`config.mk`:
```
export PLATFORM = sky130hd
export DESIGN_NAME = iram_burst_loader_flat
export DESIGN_NICKNAME = d
export VERILOG_FILES = /design/src/rtl/iram_burst_loader_if.sv /design/src/rtl/iram_burst_loader.sv /design/src/flat_wrapper.sv
export SDC_FILE = /design/constraint.sdc
export NUM_CORES = 1
export LEC_CHECK = 0
export ABC_AREA = 1
export CORE_MARGIN = 3
export CORE_UTILIZATION = 55
export CTS_CLUSTER_DIAMETER = 60
export DETAILED_ROUTE_END_ITERATION = 7
export DONT_BUFFER_PORTS = 1
export PLACE_DENSITY_LB_ADDON = 0.2
export SYNTH_ARGS = -nofsm -noshare
export SYNTH_HDL_FRONTEND = slang
export SYNTH_SLANG_ARGS = --single-unit
```
`constraint.sdc`:
```
create_clock -name clk -period 1.8 [get_ports clk]
set_clock_uncertainty 0.05 [all_clocks]
set_input_delay 0.18 -clock clk [delete_from_list [all_inputs] [get_ports clk]]
set_output_delay 0.18 -clock clk [all_outputs]
set_load 0.1 [all_outputs]
```
`src/rtl/iram_burst_loader_if.sv`:
```
// iram_burst_loader_if: control, source-stream and IRAM write-port signals of the burst loader
interface iram_burst_loader_if #(
   parameter int DATA_W = 32,
   parameter int ADDR_W = 9,
   parameter int CNT_W  = 8
);
   logic              start;
   logic              abort;
   logic [ADDR_W-1:0] base_addr;
   logic [CNT_W-1:0]  length;
   logic              in_valid;
   logic [DATA_W-1:0] in_data;
   logic              in_ready;
   logic              iram_we;
   logic [ADDR_W-1:0] iram_addr;
   logic [DATA_W-1:0] iram_wdata;
   logic              busy;
   logic              done_pulse;
   logic [31:0]       flag_reg;
   modport master (
      output start, abort, base_addr, length, in_valid, in_data,
      input  in_ready, iram_we, iram_addr, iram_wdata, busy, done_pulse, flag_reg
   );
   modport slave (
      input  start, abort, base_addr, length, in_valid, in_data,
      output in_ready, iram_we, iram_addr, iram_wdata, busy, done_pulse, flag_reg
   );
endinterface

```
`src/rtl/iram_burst_loader.sv`:
```
// iram_burst_loader: streams a range-checked, abortable burst of words into the IRAM write port
module iram_burst_loader #(
   parameter int DATA_W    = 32,
   parameter int ADDR_W    = 9,
   parameter int ADDR_STEP = 4,
   parameter int MAX_LEN   = 128,
   parameter int CNT_W     = $clog2(MAX_LEN + 1)
) (
   input logic clk,
   input logic rst_n,
   iram_burst_loader_if.slave bus
);
   localparam int EW = ADDR_W + CNT_W + $clog2(ADDR_STEP + 1) + 2;
   typedef enum logic [1:0] {IDLE, RUN, DONE} state_t;
   state_t            state;
   logic [ADDR_W-1:0] ptr;
   logic [CNT_W-1:0]  rem;
   logic [CNT_W-1:0]  cnt;
   logic              done_f;
   logic              rerr_f;
   logic              abrt_f;
   logic [EW-1:0]     end_addr;
   logic              bad;
   assign bus.in_ready   = state == RUN;
   assign bus.busy       = state != IDLE;
   assign bus.done_pulse = state == DONE;
   assign bus.flag_reg   = {16'(cnt), 12'd0, abrt_f, rerr_f, done_f, state != IDLE};
   // last address of the requested burst at full width, so an overrun cannot alias back into range
   always_comb begin
      end_addr = (EW'(bus.length) - EW'(1)) * EW'(ADDR_STEP) + EW'(bus.base_addr);
      bad      = bus.length == '0 || bus.length > CNT_W'(MAX_LEN) || |end_addr[EW-1:ADDR_W];
   end
   // burst FSM: launch/reject in IDLE, one registered IRAM write per accepted word in RUN
   always_ff @(posedge clk or negedge rst_n) begin
      if (!rst_n) begin
         state          <= IDLE;
         ptr            <= '0;
         rem            <= '0;
         cnt            <= '0;
         done_f         <= 1'b0;
         rerr_f         <= 1'b0;
         abrt_f         <= 1'b0;
         bus.iram_we    <= 1'b0;
         bus.iram_addr  <= '0;
         bus.iram_wdata <= '0;
      end else begin
         bus.iram_we <= 1'b0;
         case (state)
            IDLE: if (bus.start) begin
               done_f <= 1'b0;
               abrt_f <= 1'b0;
               rerr_f <= bad;
               if (!bad) begin
                  cnt   <= '0;
                  ptr   <= bus.base_addr;
                  rem   <= bus.length;
                  state <= RUN;
               end
            end
            RUN: if (bus.abort) begin
               abrt_f <= 1'b1;
               state  <= IDLE;
            end else if (bus.in_valid) begin
               bus.iram_we    <= 1'b1;
               bus.iram_addr  <= ptr;
               bus.iram_wdata <= bus.in_data;
               ptr            <= ptr + ADDR_W'(ADDR_STEP);
               rem            <= rem - CNT_W'(1);
               cnt            <= cnt + CNT_W'(1);
               if (rem == CNT_W'(1)) state <= DONE;
            end
            DONE: begin
               done_f <= 1'b1;
               state  <= IDLE;
            end
            default: state <= IDLE;
         endcase
      end
   end
endmodule

```
`src/flat_wrapper.sv`:
```
// flat-port wrapper written by rule: the top's interface ports become plain ports
module iram_burst_loader_flat 
#(
   parameter int DATA_W    = 32,
   parameter int ADDR_W    = 9,
   parameter int ADDR_STEP = 4,
   parameter int MAX_LEN   = 128,
   parameter int CNT_W     = $clog2(MAX_LEN + 1)
)
  (clk, rst_n, bus_start, bus_abort, bus_base_addr, bus_length, bus_in_valid, bus_in_data, bus_in_ready, bus_iram_we, bus_iram_addr, bus_iram_wdata, bus_busy, bus_done_pulse, bus_flag_reg);
  iram_burst_loader_if #(.DATA_W(DATA_W), .ADDR_W(ADDR_W), .CNT_W(CNT_W)) bus_i ();
  input logic clk;
  input logic rst_n;
  input wire logic [$bits(bus_i.start)-1:0] bus_start;
  input wire logic [$bits(bus_i.abort)-1:0] bus_abort;
  input wire logic [$bits(bus_i.base_addr)-1:0] bus_base_addr;
  input wire logic [$bits(bus_i.length)-1:0] bus_length;
  input wire logic [$bits(bus_i.in_valid)-1:0] bus_in_valid;
  input wire logic [$bits(bus_i.in_data)-1:0] bus_in_data;
  output wire logic [$bits(bus_i.in_ready)-1:0] bus_in_ready;
  output wire logic [$bits(bus_i.iram_we)-1:0] bus_iram_we;
  output wire logic [$bits(bus_i.iram_addr)-1:0] bus_iram_addr;
  output wire logic [$bits(bus_i.iram_wdata)-1:0] bus_iram_wdata;
  output wire logic [$bits(bus_i.busy)-1:0] bus_busy;
  output wire logic [$bits(bus_i.done_pulse)-1:0] bus_done_pulse;
  output wire logic [$bits(bus_i.flag_reg)-1:0] bus_flag_reg;
  assign bus_i.start = bus_start;
  assign bus_i.abort = bus_abort;
  assign bus_i.base_addr = bus_base_addr;
  assign bus_i.length = bus_length;
  assign bus_i.in_valid = bus_in_valid;
  assign bus_i.in_data = bus_in_data;
  assign bus_in_ready = bus_i.in_ready;
  assign bus_iram_we = bus_i.iram_we;
  assign bus_iram_addr = bus_i.iram_addr;
  assign bus_iram_wdata = bus_i.iram_wdata;
  assign bus_busy = bus_i.busy;
  assign bus_done_pulse = bus_i.done_pulse;
  assign bus_flag_reg = bus_i.flag_reg;
  iram_burst_loader #(.DATA_W(DATA_W), .ADDR_W(ADDR_W), .ADDR_STEP(ADDR_STEP), .MAX_LEN(MAX_LEN), .CNT_W(CNT_W)) u_core (.clk(clk), .rst_n(rst_n), .bus(bus_i));
endmodule
```
# ---- Yosys cells after proc, flatten, opt, wreduce, memory -nomap -nowiden
# Cells that the tools add are included.
dict set report classes {
  n_addsub 5
  bitwise 1
  reduce_logical 14
  n_eq_ne 10
  order_cmp 1
  n_mux 28
}
# op n
set ops {}
lappend ops {{8-bit 2-to-1 mux} 8}
lappend ops {{9-bit 2-to-1 mux} 4}
lappend ops {{8-bit case mux with 2 select lines} 2}
lappend ops {{22-bit by 9-bit adder with 22-bit output} 1}
lappend ops {{9-bit case mux with 2 select lines} 1}
lappend ops {{13-bit OR reduction} 1}
lappend ops {{2-bit 2-to-1 mux} 5}
lappend ops {{2-bit != test, second input constant} 5}
lappend ops {{9-bit by 3-bit adder with 9-bit output, second input constant} 1}
lappend ops {{8-bit by 1-bit subtractor with 9-bit output, second input constant} 1}
lappend ops {{8-bit by 1-bit adder with 8-bit output, second input constant} 1}
lappend ops {{8-bit by 1-bit equality test with 1-bit output, second input constant} 1}
lappend ops {{8-bit > comparator, second input constant} 1}
lappend ops {{8-bit logical NOT} 1}
lappend ops {{8-bit by 1-bit subtractor with 8-bit output, second input constant} 1}
lappend ops {{3-bit AND reduction} 2}
lappend ops {{2-bit nonzero test} 3}
lappend ops {{1-bit 2-to-1 mux} 5}
lappend ops {{5-bit AND reduction} 1}
lappend ops {{1-bit case mux with 2 select lines} 2}
lappend ops {{2-bit case mux with 2 select lines} 1}
lappend ops {{2-bit AND reduction} 2}
lappend ops {{4-bit AND reduction} 1}
lappend ops {{3-bit by 2-bit != test with 1-bit output, second input constant} 1}
lappend ops {{other kinds (6)} 7}
dict set report totals {
  ff_bits 72
  output_inout_bits 77
  wordCells 69
}

# ---- Longest topological paths before layout
dict set report depth {
  ltp_word 7
  ltp_mapped 24
  depth_no_buf 23
}

# ---- Worst setup path before layout
# Ideal clock, no wire load.
dict set report synth_timing {
  path_type {input-to-reg}
  from {in bus_length[0]}
  to {reg u_core.cnt[2]}
  required_time_ns 1.629
  slack_ns -0.947
  n_path_buf 1
  arrival_time_ns 2.576
  setup_ns 0.121
  stages 22
  cell_sequence {inv_1 > ha_1 > nand3_2 > o31ai_1 > o21ai_0 > ha_1 > nand2_1 > inv_1 > nand2_1 > nand2_1 > inv_1 > nand2_1 > nand2_1 > ha_1 > nand2_1 > nor2_1 > o21ai_1 > nor2_4 > nand4_4 > buf_6 > nand3_1 > nand2_1}
}
dict set report synth_between {
  elab_chain_len 6
}
# element line_no
set synth_rtl {}
lappend synth_rtl {{from (decl)} flat_wrapper.sv:17} ;# input wire logic [$bits(bus_i.length)-1:0] bus_length;
lappend synth_rtl {{8-bit by 1-bit subtractor with 9-bit output} iram_burst_loader.sv:30} ;# end_addr = (EW'(bus.length) - EW'(1)) * EW'(ADDR_STEP) + EW'(bus.base_addr);
lappend synth_rtl {{22-bit by 9-bit adder with 22-bit output} iram_burst_loader.sv:30}
lappend synth_rtl {{13-bit OR reduction} iram_burst_loader.sv:31} ;# bad = bus.length == '0 || bus.length > CNT_W'(MAX_LEN) || |end_addr[EW-1:ADDR_W];
lappend synth_rtl {{1-bit logical OR (*)} iram_burst_loader.sv:31}
lappend synth_rtl {{2-bit != test (no source line) (*)} -}
lappend synth_rtl {{5-bit AND reduction (no source line) (*)} -}
lappend synth_rtl {{to (signal assigned)} iram_burst_loader.sv:69} ;# cnt <= cnt + CNT_W'(1);
lappend synth_rtl {{to (decl)} iram_burst_loader.sv:18} ;# logic [CNT_W-1:0] cnt;
# Every way passes the cells marked *; elsewhere a longest branch is shown, timed or not.
# A chain may end at the register's enable or synchronous reset.

# ---- Worst setup path in the final report
dict set report layout_timing {
  from {in bus_length[0]}
  to {reg u_core.cnt[4]}
}
# The elaborated chain is that of the path after synthesis.

==> impl_metrics.csv <==
group,metric,value,unit
outcome,status,"complete, but fails checks",
outcome,violations,"negative hold slack, negative setup slack",
worst_hold_path,hold_path_class,"in -> async",
floorplan,core_area,0.006907,mm²
power_and_ir_drop,switchingPower,5.391,mW
timing,post-route-min-period,2393,ps
power_and_ir_drop,comb_power_share,57.4,%
worst_setup_path,crit_arrival,2630,ps
power_and_ir_drop,clkPwrFrac,15.4,%
floorplan,num_io_pins,131,
detailed_routing,vias,3606,
job,drv_cap,0,
floorplan,die_area,0.008296,mm²
global_routing,top_usage_layer,"met2",
synthesis,yosys_warnings,0,
worst_setup_path,cp-start-kind,"primary input",
timing,hold_ws,-532.9,ps
synthesis,synth_top_area_share,45.25,%
detailed_routing,ant_nets,0,
clock_tree,cts.sinks,72,
timing,layout_setup_ws,-592.6,ps
power_and_ir_drop,p_sw_share,56.74,%
synthesis,yosysSeqAreaShare,45.25,%
clock_tree,cts.clk_slew.worst_paths,90,ps
worst_setup_path,end_kind,"flop",
placement,dp_cells,657,
synthesis,yosysMostFrequentCell,"nand2_1",
clock_tree,clock_latency,350,ps
floorplan,dieHeight,91.08,µm
placement,gp_congestion,0.8617,
timing,finalCritPeriodShare,132.9,%
clock_tree,htree_levels,3,
detailed_routing,drt_pre_antenna_iters,4,
timing,drv_slew,0,
global_routing,grt_use_met2,43.10,%
worst_setup_path,ff2ff_path_depth,6,
layout,final_cell_area,0.005280,mm²
synthesis,yosys.area.top_type,"dfrtp_1",
detailed_routing,drc,0,
placement,placed_area,0.004574,mm²
layout,syn_to_final_growth,32.62,%
global_routing,grt_use_total,25.47,%
synthesis,syn_inst,501,
worst_setup_path,timing.rr.start,"u_core.state[1]",
worst_setup_path,worstSetupPathType,"in -> reg",
layout,layout-drive-gt1-share,25.16,%
synthesis,avgSynthCellArea,7.947,µm²
clock_tree,cts_tree,"done",
synthesis,synthFlopType,"dfrtp_1",
global_routing,grt_pass1_vias,3753,
detailed_routing,routedWlPerCell,14.52,µm
placement,hpwl,6536,µm
timing,setup_violations,27,
synthesis,synth.area.top_cells,"dfrtp_1, nand2_1, nand3_1, buf_4, ha_1",
detailed_routing,drt_iter0_drc,201,
timing,rsz0062_at_grt,"yes",
power_and_ir_drop,power.density,1800,mW/mm²
synthesis,postSynthRegisterBits,72,
floorplan,start_util,57.64,%
worst_setup_path,regToRegEndpoint,"u_core.cnt[4]",
detailed_routing,routed_wirelength,10410,µm
synthesis,synth-edff-count,0,
timing,slew-limit-headroom,43.66,%
power_and_ir_drop,power.total,9.502,mW
worst_setup_path,required,2040,ps
synthesis,netlist_top_cells_count,"nand2_1, dfrtp_1, nand3_1",
power_and_ir_drop,p_seq_share,27.1,%
timing,worst_pin_slew,845.1,ps
global_routing,gr-total-overflow,0,
global_routing,grt_max_degree,73,
floorplan,dieWidth,91.08,µm
synthesis,async_flop_share,100.0,%
power_and_ir_drop,internal_power,4.111,mW
layout,instances_no_fill,717,
worst_setup_path,path_max_fanout,17,
worst_setup_path,r2r_slack,130,ps
worst_setup_path,crit_path_start,"bus_length[0]",
power_and_ir_drop,peakVddDrop,0.0006204,V
global_routing,grtUsageMet1,31.66,%
synthesis,synth_cell_types,32,
placement,io_buffers,0,
synthesis,netlist_area,0.003981,mm²
detailed_routing,vias_per_cell,5.029,
layout,layout.nets,681,
clock_tree,numCtsBuffers,9,
clock_tree,cts_max_path_buffers,2,
global_routing,antenna_found_initial,0,
global_routing,grt_pass1_wl,17310,µm
power_and_ir_drop,power_leakage,2.800,nW
clock_tree,root_buffer,"clkbuf_8",
timing,finalHoldViolations,72,
clock_tree,postCtsHoldBufs,37,
timing,fmax,0.4180,GHz
global_routing,grt_use_met3,7.208,%
floorplan,rows,30,
-- cell usage in the layout, fill, tap and decap left out, types with 3 or more instances in the layout --
master and count:
a21oi_1 6, a31oi_1 3, buf_4 83, buf_6 3, clkbuf_8 9, clkinvlp_4 3, conb_1 20, dfrtp_1 71
dlygate4sd3_1 37, ha_1 11, inv_1 29, inv_2 8, nand2_1 183, nand2_2 5, nand3_1 36, nand3_2 13
nand4_1 5, nor2_1 24, nor2_2 5, nor2_4 7, o21ai_0 17, o21ai_1 6, o21ai_2 3, xnor2_1 3
xor2_1 8
-- flip-flops by register name (all words and copies together), names as in the netlist, 2 cells and up --
| register | count |
|---|---|
| u_core.state | 2 |
| u_core.ptr | 9 |
| u_core.bus.iram_addr | 9 |
| u_core.bus.iram_wdata | 32 |
| u_core.cnt | 8 |
| u_core.rem | 8 |
-- cell type report --
cell class | count | area, µm²
Multi-Input combinational cell | 367 | 1896
Sequential cell | 72 | 1803
Fill cell | 487 | 1627
Timing Repair Buffer | 125 | 1072
Inverter | 40 | 158.9
Clock buffer | 9 | 123.9
Tap cell | 96 | 120.1
Clock inverter | 7 | 103.9
Antenna cell | 1 | 2.502
-- kinds of logic (layout without fill, tap and decap cells) --
kind of cell | count (synthesis) | after routing | share of synthesized area, %
and+or+nand+nor | 287 | 287 | 32.12
buffers and inverters | 81 | 181 | 11.25
DFF | 72 | 72 | 45.25
AOI/OAI and AO/OA | 37 | 37 | 5.092
adders and majority gates | 12 | 12 | 3.771
xor gates and xnor gates | 11 | 11 | 2.420
other | 1 | 21 | 0.09419
-- worst max path at each step --
stage,slack (ps),to,cells past startpoint
3_3_place_gp,-820,u_core.ptr[2],22
4_1_cts,-570,u_core.rem[4],22
3_5_place_dp,-930,u_core.rem[4],22
2_1_floorplan,-790,u_core.cnt[2],22
6_report,-590,u_core.cnt[4],23
5_1_grt,-800,u_core.rem[6],20
-- layer usage --
metal	vias to the layer above	wire (µm)
li1	1765	-
met4	0	153
met3	16	794
met1	1678	4177
met2	147	5283
met5	-	0
-- power groups by stage --
stage                     sequential, mW  clock [mW]  combinational [mW]
after floorplan                     5.48           0                1.40
after global placement              2.56           0                5.23
after detailed placement            2.59           0                5.29
after CTS                           2.56        1.48                5.40
after global routing                2.66        1.55                5.74
final                               2.58        1.47                5.46
-- critical path, cell delays in order --
cell and delay (ps):
clkinvlp_4 60, ha_4 130, nand3_2 70, o31ai_1 180, o21ai_1 100, ha_1 320
nand2_2 60, inv_2 40, nand2_1 40, nand2_1 60, inv_2 40, nand2_2 60
nand2_1 50, ha_1 270, nand2_1 60, nor2_2 90, o21ai_2 70, nor2_4 120
buf_4 130, nand3_2 120, nand2_8 160, nand3_1 100, nand2_1 110
-- metrics by stage --
step	setup slack (ps)	TNS (ps)	util [%]	hold slack (ps)
floorplan	-789.1	-20230	-	-165.6
global placement	-816.2	-21220	66.23	-164.0
detailed placement	-934.0	-23960	66.23	-163.7
CTS	-567.5	-14270	75.94	-542.8
global route	-799.2	-19920	76.41	-560.0
finish	-592.6	-14110	76.45	-532.9
-- what timing repair did --
item / CTS / global route
setup endpoints to repair: 28 / 69
hold endpoints to repair: 111 / 72
resized for setup: 9 / 9
setup buffers: 2 / 3
pin swaps: 2 / 2
cloned: 1 / 0
No activity file was read; power rests on OpenSTA's default activity.
